===== config.mk =====
export PLATFORM = sky130hd
export DESIGN_NAME = wb_stage
export DESIGN_NICKNAME = d
export VERILOG_FILES = /design/src/rtl/mips_pkg.sv /design/src/rtl/wb_stage_load_align.sv /design/src/rtl/wb_stage.sv
export SDC_FILE = /design/constraint.sdc
export NUM_CORES = 1
export LEC_CHECK = 0
export BUFFER_PORTS_ARGS = -buffer_cell sky130_fd_sc_hd__buf_4
export CAP_MARGIN = 20
export CORE_ASPECT_RATIO = 1.2
export CORE_MARGIN = 2
export CORE_UTILIZATION = 50
export CTS_BUF_LIST = sky130_fd_sc_hd__clkbuf_4 sky130_fd_sc_hd__clkbuf_8
export CTS_CLUSTER_DIAMETER = 50
export CTS_CLUSTER_SIZE = 16
export DETAILED_ROUTE_END_ITERATION = 8
export PLACE_DENSITY_LB_ADDON = 0.3
export REMOVE_ABC_BUFFERS = 1
export SLEW_MARGIN = 5
export SYNTH_ARGS = -nofsm -noshare
export SYNTH_HDL_FRONTEND = slang
export SYNTH_SLANG_ARGS = --single-unit

===== constraint.sdc =====
create_clock -name clk -period 2.3 [get_ports clk]
set_input_delay 0.23 -clock clk [delete_from_list [all_inputs] [get_ports clk]]
set_output_delay 0.23 -clock clk [all_outputs]
set_load 0.02 [all_outputs]

===== src/rtl/mips_pkg.sv =====
// Shared MIPS-I pipeline definitions: load encodings, the $zero register
// address and the MEM/WB pipeline register layout.
package mips_pkg;

    localparam logic [2:0] LD_LW  = 3'd0;
    localparam logic [2:0] LD_LH  = 3'd1;
    localparam logic [2:0] LD_LHU = 3'd2;
    localparam logic [2:0] LD_LB  = 3'd3;
    localparam logic [2:0] LD_LBU = 3'd4;

    localparam logic [4:0] REG_ZERO = 5'd0;

    typedef struct packed {
        logic        valid;
        logic        reg_write;
        logic        mem_to_reg;
        logic [2:0]  load_type;
        logic [1:0]  addr_lo;
        logic [31:0] alu_result;
        logic [31:0] read_data;
        logic [4:0]  rd;
    } wb_reg_t;

endpackage


===== src/rtl/wb_stage_load_align.sv =====
// Big-endian load lane extraction and sign/zero extension, plus alignment
// check. Purely combinational so the MEM stage can reuse it.
module load_align
    import mips_pkg::*;
(
    input  logic [2:0]  load_type,
    input  logic [1:0]  addr_lo,
    input  logic [31:0] raw,
    output logic [31:0] data,
    output logic        misaligned
);

    logic [15:0] half_s;
    logic [7:0]  byte_s;

    // Lane select (offset 0 is the most significant lane) and extension.
    always_comb begin
        half_s     = 16'h0000;
        byte_s     = 8'h00;
        data       = raw;
        misaligned = 1'b0;
        if (addr_lo[1]) begin
            half_s = raw[15:0];
        end else begin
            half_s = raw[31:16];
        end
        case (addr_lo)
            2'd0:    byte_s = raw[31:24];
            2'd1:    byte_s = raw[23:16];
            2'd2:    byte_s = raw[15:8];
            2'd3:    byte_s = raw[7:0];
            default: byte_s = raw[31:24];
        endcase
        case (load_type)
            LD_LW: begin
                data       = raw;
                misaligned = (addr_lo != 2'd0);
            end
            LD_LH: begin
                data       = {{16{half_s[15]}}, half_s};
                misaligned = addr_lo[0];
            end
            LD_LHU: begin
                data       = {16'h0000, half_s};
                misaligned = addr_lo[0];
            end
            LD_LB:   data = {{24{byte_s[7]}}, byte_s};
            LD_LBU:  data = {24'h000000, byte_s};
            default: data = raw;
        endcase
    end

endmodule


===== src/rtl/wb_stage.sv =====
// MEM/WB pipeline register, register-file write port, WB->ID bypass and
// retired-instruction counter.
module wb_stage
    import mips_pkg::*;
#(
    parameter int DW = 32,
    parameter int AW = 5
) (
    input  logic          clk,
    input  logic          rst_n,
    input  logic          stall,
    input  logic          flush,
    input  logic          mem_valid_i,
    input  logic          mem_reg_write_i,
    input  logic          mem_mem_to_reg_i,
    input  logic [2:0]    mem_load_type_i,
    input  logic [1:0]    mem_addr_lo_i,
    input  logic [DW-1:0] mem_alu_result_i,
    input  logic [DW-1:0] mem_read_data_i,
    input  logic [AW-1:0] mem_rd_i,
    input  logic [AW-1:0] id_rs_i,
    input  logic [AW-1:0] id_rt_i,
    input  logic [DW-1:0] id_rs_data_i,
    input  logic [DW-1:0] id_rt_data_i,
    output logic          reg_write_o,
    output logic [AW-1:0] rd_o,
    output logic [DW-1:0] write_data_o,
    output logic [DW-1:0] id_rs_data_o,
    output logic [DW-1:0] id_rt_data_o,
    output logic          misaligned_o,
    output logic          retire_o,
    output logic [31:0]   instret_o
);

    wb_reg_t     wb_r;
    logic [31:0] instret_r;
    logic [31:0] load_data_s;
    logic        load_mis_s;
    logic        misaligned_s;
    logic        wen_byp_s;
    logic        retire_s;

    load_align u_load_align (
        .load_type  (wb_r.load_type),
        .addr_lo    (wb_r.addr_lo),
        .raw        (wb_r.read_data),
        .data       (load_data_s),
        .misaligned (load_mis_s)
    );

    // Pipeline register and retire counter; flush has priority over stall.
    always_ff @(posedge clk or negedge rst_n) begin
        if (!rst_n) begin
            wb_r      <= '0;
            instret_r <= 32'h0000_0000;
        end else begin
            if (retire_s) begin
                instret_r <= instret_r + 32'd1;
            end
            if (flush) begin
                wb_r.valid <= 1'b0;
            end else if (!stall) begin
                wb_r <= '{valid:      mem_valid_i,
                          reg_write:  mem_reg_write_i,
                          mem_to_reg: mem_mem_to_reg_i,
                          load_type:  mem_load_type_i,
                          addr_lo:    mem_addr_lo_i,
                          alu_result: mem_alu_result_i,
                          read_data:  mem_read_data_i,
                          rd:         mem_rd_i};
            end
        end
    end

    // Write port, bypass and retire. The bypass ignores stall so a stalled
    // decode keeps seeing the pending value; reset forces every output low.
    always_comb begin
        misaligned_s = wb_r.valid & wb_r.mem_to_reg & load_mis_s;
        wen_byp_s    = wb_r.valid & wb_r.reg_write & (wb_r.rd != REG_ZERO) & ~misaligned_s;
        retire_s     = wb_r.valid & ~stall;
        reg_write_o  = wen_byp_s & ~stall;
        rd_o         = wb_r.rd;
        misaligned_o = misaligned_s;
        retire_o     = retire_s;
        instret_o    = instret_r;
        if (wb_r.mem_to_reg) begin
            write_data_o = load_data_s;
        end else begin
            write_data_o = wb_r.alu_result;
        end
        if (!rst_n) begin
            id_rs_data_o = 32'h0000_0000;
        end else if (wen_byp_s && (wb_r.rd == id_rs_i)) begin
            id_rs_data_o = write_data_o;
        end else begin
            id_rs_data_o = id_rs_data_i;
        end
        if (!rst_n) begin
            id_rt_data_o = 32'h0000_0000;
        end else if (wen_byp_s && (wb_r.rd == id_rt_i)) begin
            id_rt_data_o = write_data_o;
        end else begin
            id_rt_data_o = id_rt_data_i;
        end
    end

endmodule


==> summary.md <==
| Metric | Value |
|---|---|
| HPWL reported at the end of detailed placement | `15,980 µm` |
| Clock tree from TritonCTS | `yes` |
| Most area-hungry cell type in the Yosys netlist | `sky130_fd_sc_hd__dfrtp_1` |
| Switching share of total power | `38.18%` |
| Clock transition at the registers of the reported paths | `0.10 ns` |
| Net count, final | `1,177` |
| Internal cell power | `4.229 mW` |
| Final worst-path cycle share | `132.6%` |
| Clock buffer count from CTS | `9` |
| Global placer's final weighted congestion | `0.8876` |
| Largest driver fanout on the critical path | `13` |
| Drt drc | `0` |
| Cell area after layout | `0.01075 mm²` |
| Drt pass-1 iters | `8` |
| FMAX | `327.9 MHz` |
| Signal arrival time at the worst endpoint | `2.82 ns` |
| Pwr/cell area | `636.3 mW/mm²` |
| Fraction of registers with async set/reset | `100.0%` |
| Fin worst setup slack | `-0.7502 ns` |
| Io pins | `291` |
| Hold violation total from the final report | `0` |
| Combinational fraction of design power | `46.4%` |
| Sum of negative setup slack | `-34.99 ns` |
| Actual transition at the worst max-transition pin | `0.9508 ns` |
| Synthesis-to-layout area growth | `59.84%` |
| Floorplan core area | `0.01318 mm²` |
| Status | `finished with violations` |
| Synthesized area divided by synthesized cell count | `9.596 µm²` |
| Hold Path Class | `primary input to register` |
| Cell Area, Synth | `0.006726 mm²` |
| Total number of yosys warnings | `0` |
| Top flip-flop cell by instance count after synthesis | `sky130_fd_sc_hd__dfrtp_1` |
| Pin count of the biggest net entering global routing | `46` |
| Routed WL per cell | `22.24 µm` |
| Netlist cell types | `52` |
| Max-slew violation count | `0` |
| Count of buffers inserted at the top-level ports | `290` |
| Setup-violating endpoint count in the final report | `96` |
| Post-Syn Instances | `701` |
| Clock latency reported for the late side of the worst-skew pair | `0.38 ns` |
| Switch Pwr | `2.612 mW` |
| Setup repair after global routing missed its margin | `true` |
| Number of storage elements in the synthesis netlist | `109` |
| Starting density of the core | `51.03%` |
| Total chip power | `6.841 mW` |
| Clock tree skew after final layout | `0.01221 ns` |
| Clock period minus final worst setup slack | `3.050 ns` |
| Via density per instance | `6.039` |
| Crit end category | `primary output` |
| Leakage | `4.975 nW` |
| Startpoint-to-endpoint class of the critical path | `register to primary output` |
| Die Outline Area | `0.01440 mm²` |
| Vias after detailed routing | `7,211` |
| Antenna violations before repair | `0` |
| Max-slew headroom | `35.61%` |
| Tightest hold margin | `0.02266 ns` |
| Synth top area cells | `sky130_fd_sc_hd__dfrtp_1 41%, sky130_fd_sc_hd__mux2_2 13%, sky130_fd_sc_hd__nand2_1 4.4%` |
| Die extent in x | `109.9 µm` |
| N_diodes | `0` |
| Cell row count | `46` |
| Commonest cells in the synthesized netlist | `109 x sky130_fd_sc_hd__dfrtp_1, 79 x sky130_fd_sc_hd__nand2_1, 77 x sky130_fd_sc_hd__mux2_2, 48 x sky130_fd_sc_hd__nor2_1, 45 x sky130_fd_sc_hd__o22ai_1` |
| Maximum vdd drop | `518.9 µV` |
| Number of H-tree levels | `3` |
| Total routed wirelength | `26,560 µm` |
| Violations in the final reports | `negative setup slack` |
| Clock buffer depth | `2` |
| Cell at the root of the clock tree | `sky130_fd_sc_hd__clkbuf_8` |
| Cell with the most instances after synthesis | `sky130_fd_sc_hd__dfrtp_1` |
| Total gr overflow | `0` |
| All-Layer GR Usage | `31.06%` |
| Share of total power in the clock network | `18.1%` |
| Number of flops mapped to enable cells by yosys | `0` |
| Endpoint required time on the critical path | `2.07 ns` |
| Flop pwr share | `35.6%` |
| DRT antenna net count | `0` |
| Post-synth top area share | `40.55%` |
| Wire length of the first global-routing pass | `34,180 µm` |
| Chip height | `131.1 µm` |
| Filler cell count | `758` |
| Vias in the first global route | `6,684` |
| Area after DPL | `0.009370 mm²` |
| Number of DRC markers in iteration 0 | `436` |
| Worst setup timing slack at the placement stage | `-0.07837 ns` |
| Element type at the critical path start | `register` |
| Proportion of synthesized chip area in sequential cells | `40.55%` |
| Proportion of layout cells with a drive suffix above 1 | `55.17%` |
| Number of clock sinks seen by CTS | `109` |
| Max-cap violation count | `0` |
## worst max-delay path, stage by stage, from the launching register on
cell and delay, ns:
sky130_fd_sc_hd__dfrtp_1 0.42, sky130_fd_sc_hd__buf_6 0.14, sky130_fd_sc_hd__buf_4 0.13, sky130_fd_sc_hd__buf_12 0.14, sky130_fd_sc_hd__nand2b_4 0.15, sky130_fd_sc_hd__buf_2 0.17
sky130_fd_sc_hd__o311ai_1 0.79, sky130_fd_sc_hd__o2bb2ai_4 0.20, sky130_fd_sc_hd__o22ai_1 0.13, sky130_fd_sc_hd__buf_4 0.17
## flip-flops by register name (all words and copies together), names as in the netlist
| name | count |
|---|---|
| rd_o | 5 |
| wb_r | 72 |
| instret_o | 32 |
## layout make-up
cell class                 count  area (µm²)  area share (%)
multi-input combinational    500        4213           39.18
timing repair buffer         364        3253           30.26
sequential                   109        2730           25.39
tap                          168       210.2           1.955
inverter                      37       138.9           1.292
clock buffer                   9       123.9           1.152
clock inverter                 7       82.58          0.7681
## power groups by stage
stage               clock network (mW)  logic [mW]  registers, mW
floorplan                            0        1.29           2.48
global placement                     0        2.48           2.41
detailed placement                   0        2.52           2.42
CTS                               1.26        2.83           2.40
global route                      1.32        3.34           2.46
finish                            1.24        3.17           2.43
## kinds of logic after synthesis
group	after synthesis	share of synthesized area [%]
AOI/OAI and AO/OA	190	19.55
and+or+nand+nor	178	12.30
DFF	109	40.55
buffers and inverters	93	5.934
muxes	88	16.02
xor gates and xnor gates	42	5.469
adders and majority gates	1	0.1860
## placed cells by master, fill, tap and decap left out, drive strengths merged, types with 9 or more instances in the layout
cell      n
buf     359
o22ai    45
xor2     12
o211ai    9
mux2     77
clkbuf   12
a21o     16
nand2    79
o21ai    51
dfrtp   109
a21oi    22
xnor2    30
nor2     49
inv      39
nand3    16
## stage by stage
step           util, %  instances
6_report         81.57       1194
5_1_grt          81.57       1194
2_1_floorplan        -        645
3_5_place_dp     71.09       1151
3_3_place_gp     71.09       1151
4_1_cts          76.70       1180
## timing repair
| action | 4_1_cts | 5_1_grt |
|---|---|---|
| setup buffers | 8 | 10 |
| endpoints found under the setup margin | 98 | 98 |
| hold buffers | 1 | 0 |
| cloned | 4 | 5 |
| endpoints found under the hold margin | 17 | 0 |
| gates resized for setup | 80 | 110 |
| pin swaps | 26 | 21 |
## per-layer routing
layer | global-route usage (%) | share of wire (%) | up-vias
met3 | 5.289 | 9.9 | 113
met1 | 35.14 | 34 | 3503
met4 | 11.54 | 5.2 | 0
met5 | 0 | 0 | -
li1 | - | - | 3160
met2 | 57.89 | 51 | 435
## final timing paths
| check | startpoint | to | slack [ns] | cells past startpoint |
|---|---|---|---|---|
| max in group asynchronous | rst_n | wb_r[5]$_DFFE_PN0P_ | 1.00 | 4 |
| setup reg to reg | instret_o[0]$_DFFE_PN0P_ | instret_o[16]$_DFFE_PN0P_ | 0.29 | 6 |
| hold / removal | flush | wb_r[76]$_DFFE_PN0P_ | 0.02 | 2 |
| setup / recovery | wb_r[70]$_DFFE_PN0P_ | id_rt_data_o[15] | -0.75 | 9 |
| hold reg to reg | instret_o[31]$_DFFE_PN0P_ | instret_o[31]$_DFFE_PN0P_ | 0.49 | 1 |
| min in group asynchronous | rst_n | wb_r[43]$_DFFE_PN0P_ | 0.32 | 2 |
No activity file was read; power rests on OpenSTA's default activity.
